`config.mk`:
```
export PLATFORM = sky130hd
export DESIGN_NAME = wb_port_arbiter
export DESIGN_NICKNAME = d
export VERILOG_FILES = /design/src/rtl/wb_port_arbiter.sv
export SDC_FILE = /design/constraint.sdc
export NUM_CORES = 1
export LEC_CHECK = 0
export ABC_AREA = 1
export CAP_MARGIN = 0
export CORE_MARGIN = 5
export CORE_UTILIZATION = 50
export DETAILED_ROUTE_END_ITERATION = 8
export PLACE_DENSITY = 0.82
export SLEW_MARGIN = 20
export SYNTH_ARGS = -nofsm -noshare
export SYNTH_HDL_FRONTEND = slang
export SYNTH_SLANG_ARGS = --single-unit
```
`constraint.sdc`:
```
create_clock -name clk_i -period 5.4 [get_ports clk_i]
set_clock_uncertainty 0.1 [all_clocks]
set_input_delay 1.62 -clock clk_i [delete_from_list [all_inputs] [get_ports clk_i]]
set_output_delay 1.62 -clock clk_i [all_outputs]
set_load 0.01 [all_outputs]
```
`src/rtl/wb_port_arbiter.sv`:
```
// wb_port_arbiter: shares the single register-file write port between the
// pipeline writeback and a long-latency unit whose results are held in a
// small circular FIFO until the port is free.
//
// Optional build macro: WB_ARB_BYPASS_EN
//   defined   -> an lu result arriving while the FIFO is empty and the port
//                is free is written to the RF in its handshake cycle.
//   undefined -> every lu result is enqueued and written at the earliest
//                one cycle after its handshake.
//
// state    | meaning
// ---------+----------------------------------------------------------
// ST_IDLE  | FIFO empty, pipeline owns the port
// ST_WAIT  | FIFO non-empty, head drains when the pipeline is idle,
//          | age counter running down while the head is not popped
// ST_FORCE | head has starved; head owns the port, pipeline stalled
module wb_port_arbiter #(
  parameter int XLEN       = 32,
  parameter int DEPTH      = 2,
  parameter int STARVE_MAX = 4
) (
  input  logic            clk_i,
  input  logic            rst_i,
  input  logic            wb_en_i,
  input  logic [4:0]      wb_addr_i,
  input  logic [XLEN-1:0] wb_data_i,
  input  logic            flush_i,
  input  logic            lu_valid_i,
  input  logic [4:0]      lu_addr_i,
  input  logic [XLEN-1:0] lu_data_i,
  output logic            lu_ready_o,
  output logic            rf_we_o,
  output logic [4:0]      rf_addr_o,
  output logic [XLEN-1:0] rf_data_o,
  input  logic [4:0]      rs1_addr_i,
  input  logic [4:0]      rs2_addr_i,
  output logic            hazard_o,
  output logic            wb_stall_o
);

  localparam int PTR_W = (DEPTH > 1) ? $clog2(DEPTH) : 1;
  localparam int CNT_W = $clog2(DEPTH + 1);
  localparam int AGE_W = (STARVE_MAX > 1) ? $clog2(STARVE_MAX) : 1;
  localparam logic [AGE_W-1:0] AGE_LOAD = AGE_W'(STARVE_MAX - 1);
  localparam logic [CNT_W-1:0] CNT_FULL = CNT_W'(DEPTH);

  typedef enum logic [1:0] {ST_IDLE, ST_WAIT, ST_FORCE} state_t;

  state_t            state;
  logic [AGE_W-1:0]  age_cnt;
  logic [CNT_W-1:0]  count;
  logic [CNT_W-1:0]  count_next;
  logic [PTR_W-1:0]  rd_ptr;
  logic [PTR_W-1:0]  wr_ptr;
  logic [4:0]        addr_mem [DEPTH];
  logic [XLEN-1:0]   data_mem [DEPTH];
  logic [DEPTH-1:0]  valid_mem;
  logic [DEPTH-1:0]  valid_next;
  logic [DEPTH-1:0]  kill_mask;

  logic fifo_empty;
  logic head_valid;
  logic pipe_wr;
  logic pipe_win;
  logic pop;
  logic lu_fire;
  logic bypass;
  logic push;
  logic hazard_any;

  assign fifo_empty = (count == '0);
  assign head_valid = valid_mem[rd_ptr];
  assign pipe_wr    = wb_en_i && !flush_i && (wb_addr_i != 5'd0);
  // In FORCE the head owns the port even if the pipeline misbehaves.
  assign pipe_win   = pipe_wr && (state != ST_FORCE);
  // A killed head still pops, it just produces no RF write.
  assign pop        = !fifo_empty && !pipe_win;
  // Ready is forced high while in reset so the interface looks empty at once.
  assign lu_ready_o = rst_i || (count < CNT_FULL);
  assign lu_fire    = lu_valid_i && lu_ready_o && !rst_i;

`ifdef WB_ARB_BYPASS_EN
  assign bypass = lu_fire && fifo_empty && !pipe_win && (lu_addr_i != 5'd0);
`else
  assign bypass = 1'b0;
`endif

  // x0 results complete the handshake but are never stored.
  assign push       = lu_fire && (lu_addr_i != 5'd0) && !bypass;
  assign count_next = count + CNT_W'(push) - CNT_W'(pop);

  // WAW kill mask and next valid vector for the buffered entries
  always_comb begin
    kill_mask = '0;
    for (int i = 0; i < DEPTH; i++) begin
      kill_mask[i] = valid_mem[i] && pipe_win && (addr_mem[i] == wb_addr_i);
    end
    valid_next = valid_mem & ~kill_mask;
    if (pop)  valid_next[rd_ptr] = 1'b0;
    if (push) valid_next[wr_ptr] = 1'b1;
  end

  // register-file write port mux; silenced during reset so nothing buffered leaks out
  always_comb begin
    rf_we_o   = 1'b0;
    rf_addr_o = 5'd0;
    rf_data_o = '0;
    if (!rst_i) begin
      if (pop && head_valid) begin
        rf_we_o   = 1'b1;
        rf_addr_o = addr_mem[rd_ptr];
        rf_data_o = data_mem[rd_ptr];
      end else if (pipe_win) begin
        rf_we_o   = 1'b1;
        rf_addr_o = wb_addr_i;
        rf_data_o = wb_data_i;
      end else if (bypass) begin
        rf_we_o   = 1'b1;
        rf_addr_o = lu_addr_i;
        rf_data_o = lu_data_i;
      end
    end
  end

  // RAW hazard against any still-valid buffered destination
  always_comb begin
    hazard_any = 1'b0;
    for (int i = 0; i < DEPTH; i++) begin
      if (valid_mem[i] &&
          (((rs1_addr_i != 5'd0) && (addr_mem[i] == rs1_addr_i)) ||
           ((rs2_addr_i != 5'd0) && (addr_mem[i] == rs2_addr_i)))) begin
        hazard_any = 1'b1;
      end
    end
    hazard_o = hazard_any && !rst_i;
  end

  // FIFO storage, pointers and occupancy
  always_ff @(posedge clk_i) begin
    if (rst_i) begin
      rd_ptr    <= '0;
      wr_ptr    <= '0;
      count     <= '0;
      valid_mem <= '0;
      for (int i = 0; i < DEPTH; i++) begin
        addr_mem[i] <= 5'd0;
        data_mem[i] <= '0;
      end
    end else begin
      if (push) begin
        addr_mem[wr_ptr] <= lu_addr_i;
        data_mem[wr_ptr] <= lu_data_i;
        wr_ptr           <= wr_ptr + PTR_W'(1);
      end
      if (pop) rd_ptr <= rd_ptr + PTR_W'(1);
      count     <= count_next;
      valid_mem <= valid_next;
    end
  end

  // arbitration FSM with starvation down-counter and registered stall
  always_ff @(posedge clk_i) begin
    if (rst_i) begin
      state      <= ST_IDLE;
      age_cnt    <= AGE_LOAD;
      wb_stall_o <= 1'b0;
    end else begin
      case (state)
        ST_IDLE: begin
          wb_stall_o <= 1'b0;
          age_cnt    <= AGE_LOAD;
          if (push) state <= ST_WAIT;
        end
        ST_WAIT: begin
          if (pop) begin
            age_cnt <= AGE_LOAD;
            state   <= (count_next == '0) ? ST_IDLE : ST_WAIT;
          end else if (age_cnt <= AGE_W'(1)) begin
            // terminal count: head has gone STARVE_MAX-1 cycles unserved
            state      <= ST_FORCE;
            wb_stall_o <= 1'b1;
          end else begin
            age_cnt <= age_cnt - AGE_W'(1);
          end
        end
        ST_FORCE: begin
          age_cnt    <= AGE_LOAD;
          wb_stall_o <= 1'b0;
          state      <= (count_next == '0) ? ST_IDLE : ST_WAIT;
        end
        default: begin
          state      <= ST_IDLE;
          age_cnt    <= AGE_LOAD;
          wb_stall_o <= 1'b0;
        end
      endcase
    end
  end

  // the pipeline must hold its writeback while stalled
  a_no_wb_in_force: assert property (@(posedge clk_i) disable iff (rst_i)
    !(wb_en_i && (state == ST_FORCE)));

endmodule

```
==> impl_metrics.ini <==
[job]
drv_cap = 0

[worst_hold_path]
min_path_type = reg2reg

[finish]
fillers = 723
finalCoreUtilization = 0.7017
drive_gt1_frac = 0.1431
fin_area_um2 = 6545
nets = 766
regArea_um2 = 2464
antenna_cells = 0
multi_input_area_um2 = 1981
area_growth_pct = 35.80
fin_cells = 807

[clock_network]
htree_num_levels = 3
cts.clk_slew.worst_paths_ns = 0.09
cts_num_sinks = 86
cts_setup_buffers = 0
clockBufferDepth = 2
cts_root_buffer = clkbuf_8
clk_latency_ns = 0.35
cts_tree = built
cts_buffers = 9

[worst_setup_path]
max_stage_delay_ns = 0.56
worstPathRequired_ns = 3.68
crit_fanout = 18
crit_type = in2out
path_cells = clkdlybuf4s50_1 > inv_1 > nand2_1 > nor2_2 > nand2_2 > nand2_4 > a21oi_4 > buf_12 > nand2_1 > a21oi_1 > clkdlybuf4s50_1
critPathCaptureType = output pin
crit_path_start_kind = input pin
worst_ep_arrival_time_ns = 3.62
cp_slowest_cell = clkdlybuf4s50_1
reg2reg_setup_slack_ns = 2.83

[routing]
top_layer_used = met4
dr.pass1.iters = 5
ant_nets = 0
num_vias = 4048
met2_length_mm = 6.669
drt_drc_violations_left = 0
wirelength_mm = 12.43
viasPerCell = 5.016
wl_per_cell_um = 15.40
first_iter_violations = 205
route.met3.wl_um = 762
met1_length_mm = 4.695

[synthesis]
yosysWarnings = 0
synth_seq_cells = 86
netlist_instances = 542
yosysUniqueCellTypes = 23
synth_ff_type = edfxtp_1
ys_seq_area_frac = 0.5109
synth_fp_nets = 634
postSynth.asyncResetShare = 0
syn_area_um2 = 4820
synth_edf_count = 74
synth_area_per_cell_um2 = 8.892

[timing]
finalSetupViolations = 0
fin_setup_tns_ns = 0
fmax_mhz = 187.3
relSlewSlack = 0.3492
period_share = 0.9888
finalCriticalPeriod_ns = 5.339
worst_slack_ns = 0.06062
finalHoldViolCount = 0
drv_slew = 0
rsz0062_at_grt = yes
whs_ns = 0.3663
worst_pin_slew_ns = 0.9728

[floorplanning]
die_w_um = 108.2
ios = 130
initial_utilization = 0.5167
die-area_um2 = 11700
die_h_um = 108.2
rows = 35
core_um2 = 9328

[power]
p_sw_frac = 0.2891
power.net_switching_mw = 0.5346
power_density_nw_per_um2 = 282.5
p_int_mw = 1.314
combinationalPowerShare = 0.260
p_leak_nw = 2.852
p_total_mw = 1.849
ir_worst_vdd_mv = 0.1807
seq_power_share = 0.475
clkPwrFrac = 0.265

[placed_design]
place_hpwl_mm = 8.867
pre_cts_ws_ns = 0.06928
placed_area_um2 = 6301
port_buffers = 129
gp_congestion = 0.8914
place_inst = 792

[grt]
grt_antenna_before_repair = 0
grt_max_degree = 40
grt_util_all_layers = 0.2168
first_global_vias = 4380
grt_overflow_total = 0
grt_pass1_wl_mm = 19.92

[status]
status = completed
-- worst max-delay path: cells and delay by family --
kind	cells	cell delay [ns]
simple gates	5	0.40
buf+inv	4	1.25
compound gates	2	0.34
-- final cells by class --
cell class                      count  share of cell area
Sequential cell                    86              0.3764
Multi-Input combinational cell    365              0.3026
Timing Repair Buffer              145              0.2260
Inverter                           67             0.03842
Tap cell                          129             0.02466
Clock buffer                        9             0.01893
Clock inverter                      6             0.01300
-- logic make-up after synthesis --
kind of cell	after synthesis	synth area share
buf+inv	91	0.08073
mux	36	0.08411
flops	86	0.5109
fa+ha+maj	3	0.007789
compound gates	51	0.06153
simple gates	247	0.2041
xor+xnor	28	0.05088
-- cell usage after synthesis, types with 11 or more instances --
master / number / area (um2)
nand2_1: 122 / 457.9
a21oi_2: 11 / 96.34
buf_2: 11 / 55.05
nand3_1: 11 / 55.05
inv_1: 65 / 244.0
a21oi_1: 35 / 175.2
dfxtp_1: 12 / 240.2
mux2_2: 36 / 405.4
edfxtp_1: 74 / 2222
nor2_1: 99 / 371.6
nand2_2: 11 / 68.82
xnor2_1: 20 / 175.2
-- sequential cells by signal, summed over array words and instances, names as in the netlist, named ones only --
register	cells
count	2
age_cnt	2
data_mem	64
wr_ptr	1
state	2
rd_ptr	1
addr_mem	10
wb_stall_o	1
valid_mem	2
-- repair_timing --
action,in CTS,in global routing
gates resized for setup,0,13
hold buffers,0,0
endpoints found under the setup margin,0,17
-- layout by cell type (no fill, tap or decap), drive strengths merged --
cell,count
a21oi,46
mux2,36
xor2,8
clkbuf,9
nand4,1
edfxtp,74
bufinv,2
ha,3
clkdlybuf4s50,117
o21ai,5
nand3,11
nand2,134
dfxtp,12
clkinv,2
nor2,101
clkinvlp,1
inv,68
dlymetal6s2s,11
xnor2,20
buf,17
-- per-layer routing --
layer  GRT usage  up-vias
met3     0.03224       24
met4      0.1055        0
met2      0.4010      146
met5           0        -
li1            -     1983
met1      0.2425     1895
-- worst paths after layout --
path	cells after the start	start	to
setup / recovery	11	flush_i	rf_data_o[7]
setup reg to reg	8	count[1]	data_mem[0][2]
hold / removal	2	age_cnt[1]	age_cnt[1]
hold reg to reg	2	age_cnt[1]	age_cnt[1]
-- power by group through the flow --
stage / clock network, mW / registers (mW) / logic [mW]
4_1_cts: 0.495 / 0.881 / 0.480
5_1_grt: 0.516 / 0.890 / 0.528
3_3_place_gp: 0 / 0.890 / 0.460
3_5_place_dp: 0 / 0.896 / 0.477
6_report: 0.490 / 0.879 / 0.480
2_1_floorplan: 0 / 0.837 / 0.345
(Power assumes the default switching activity.)
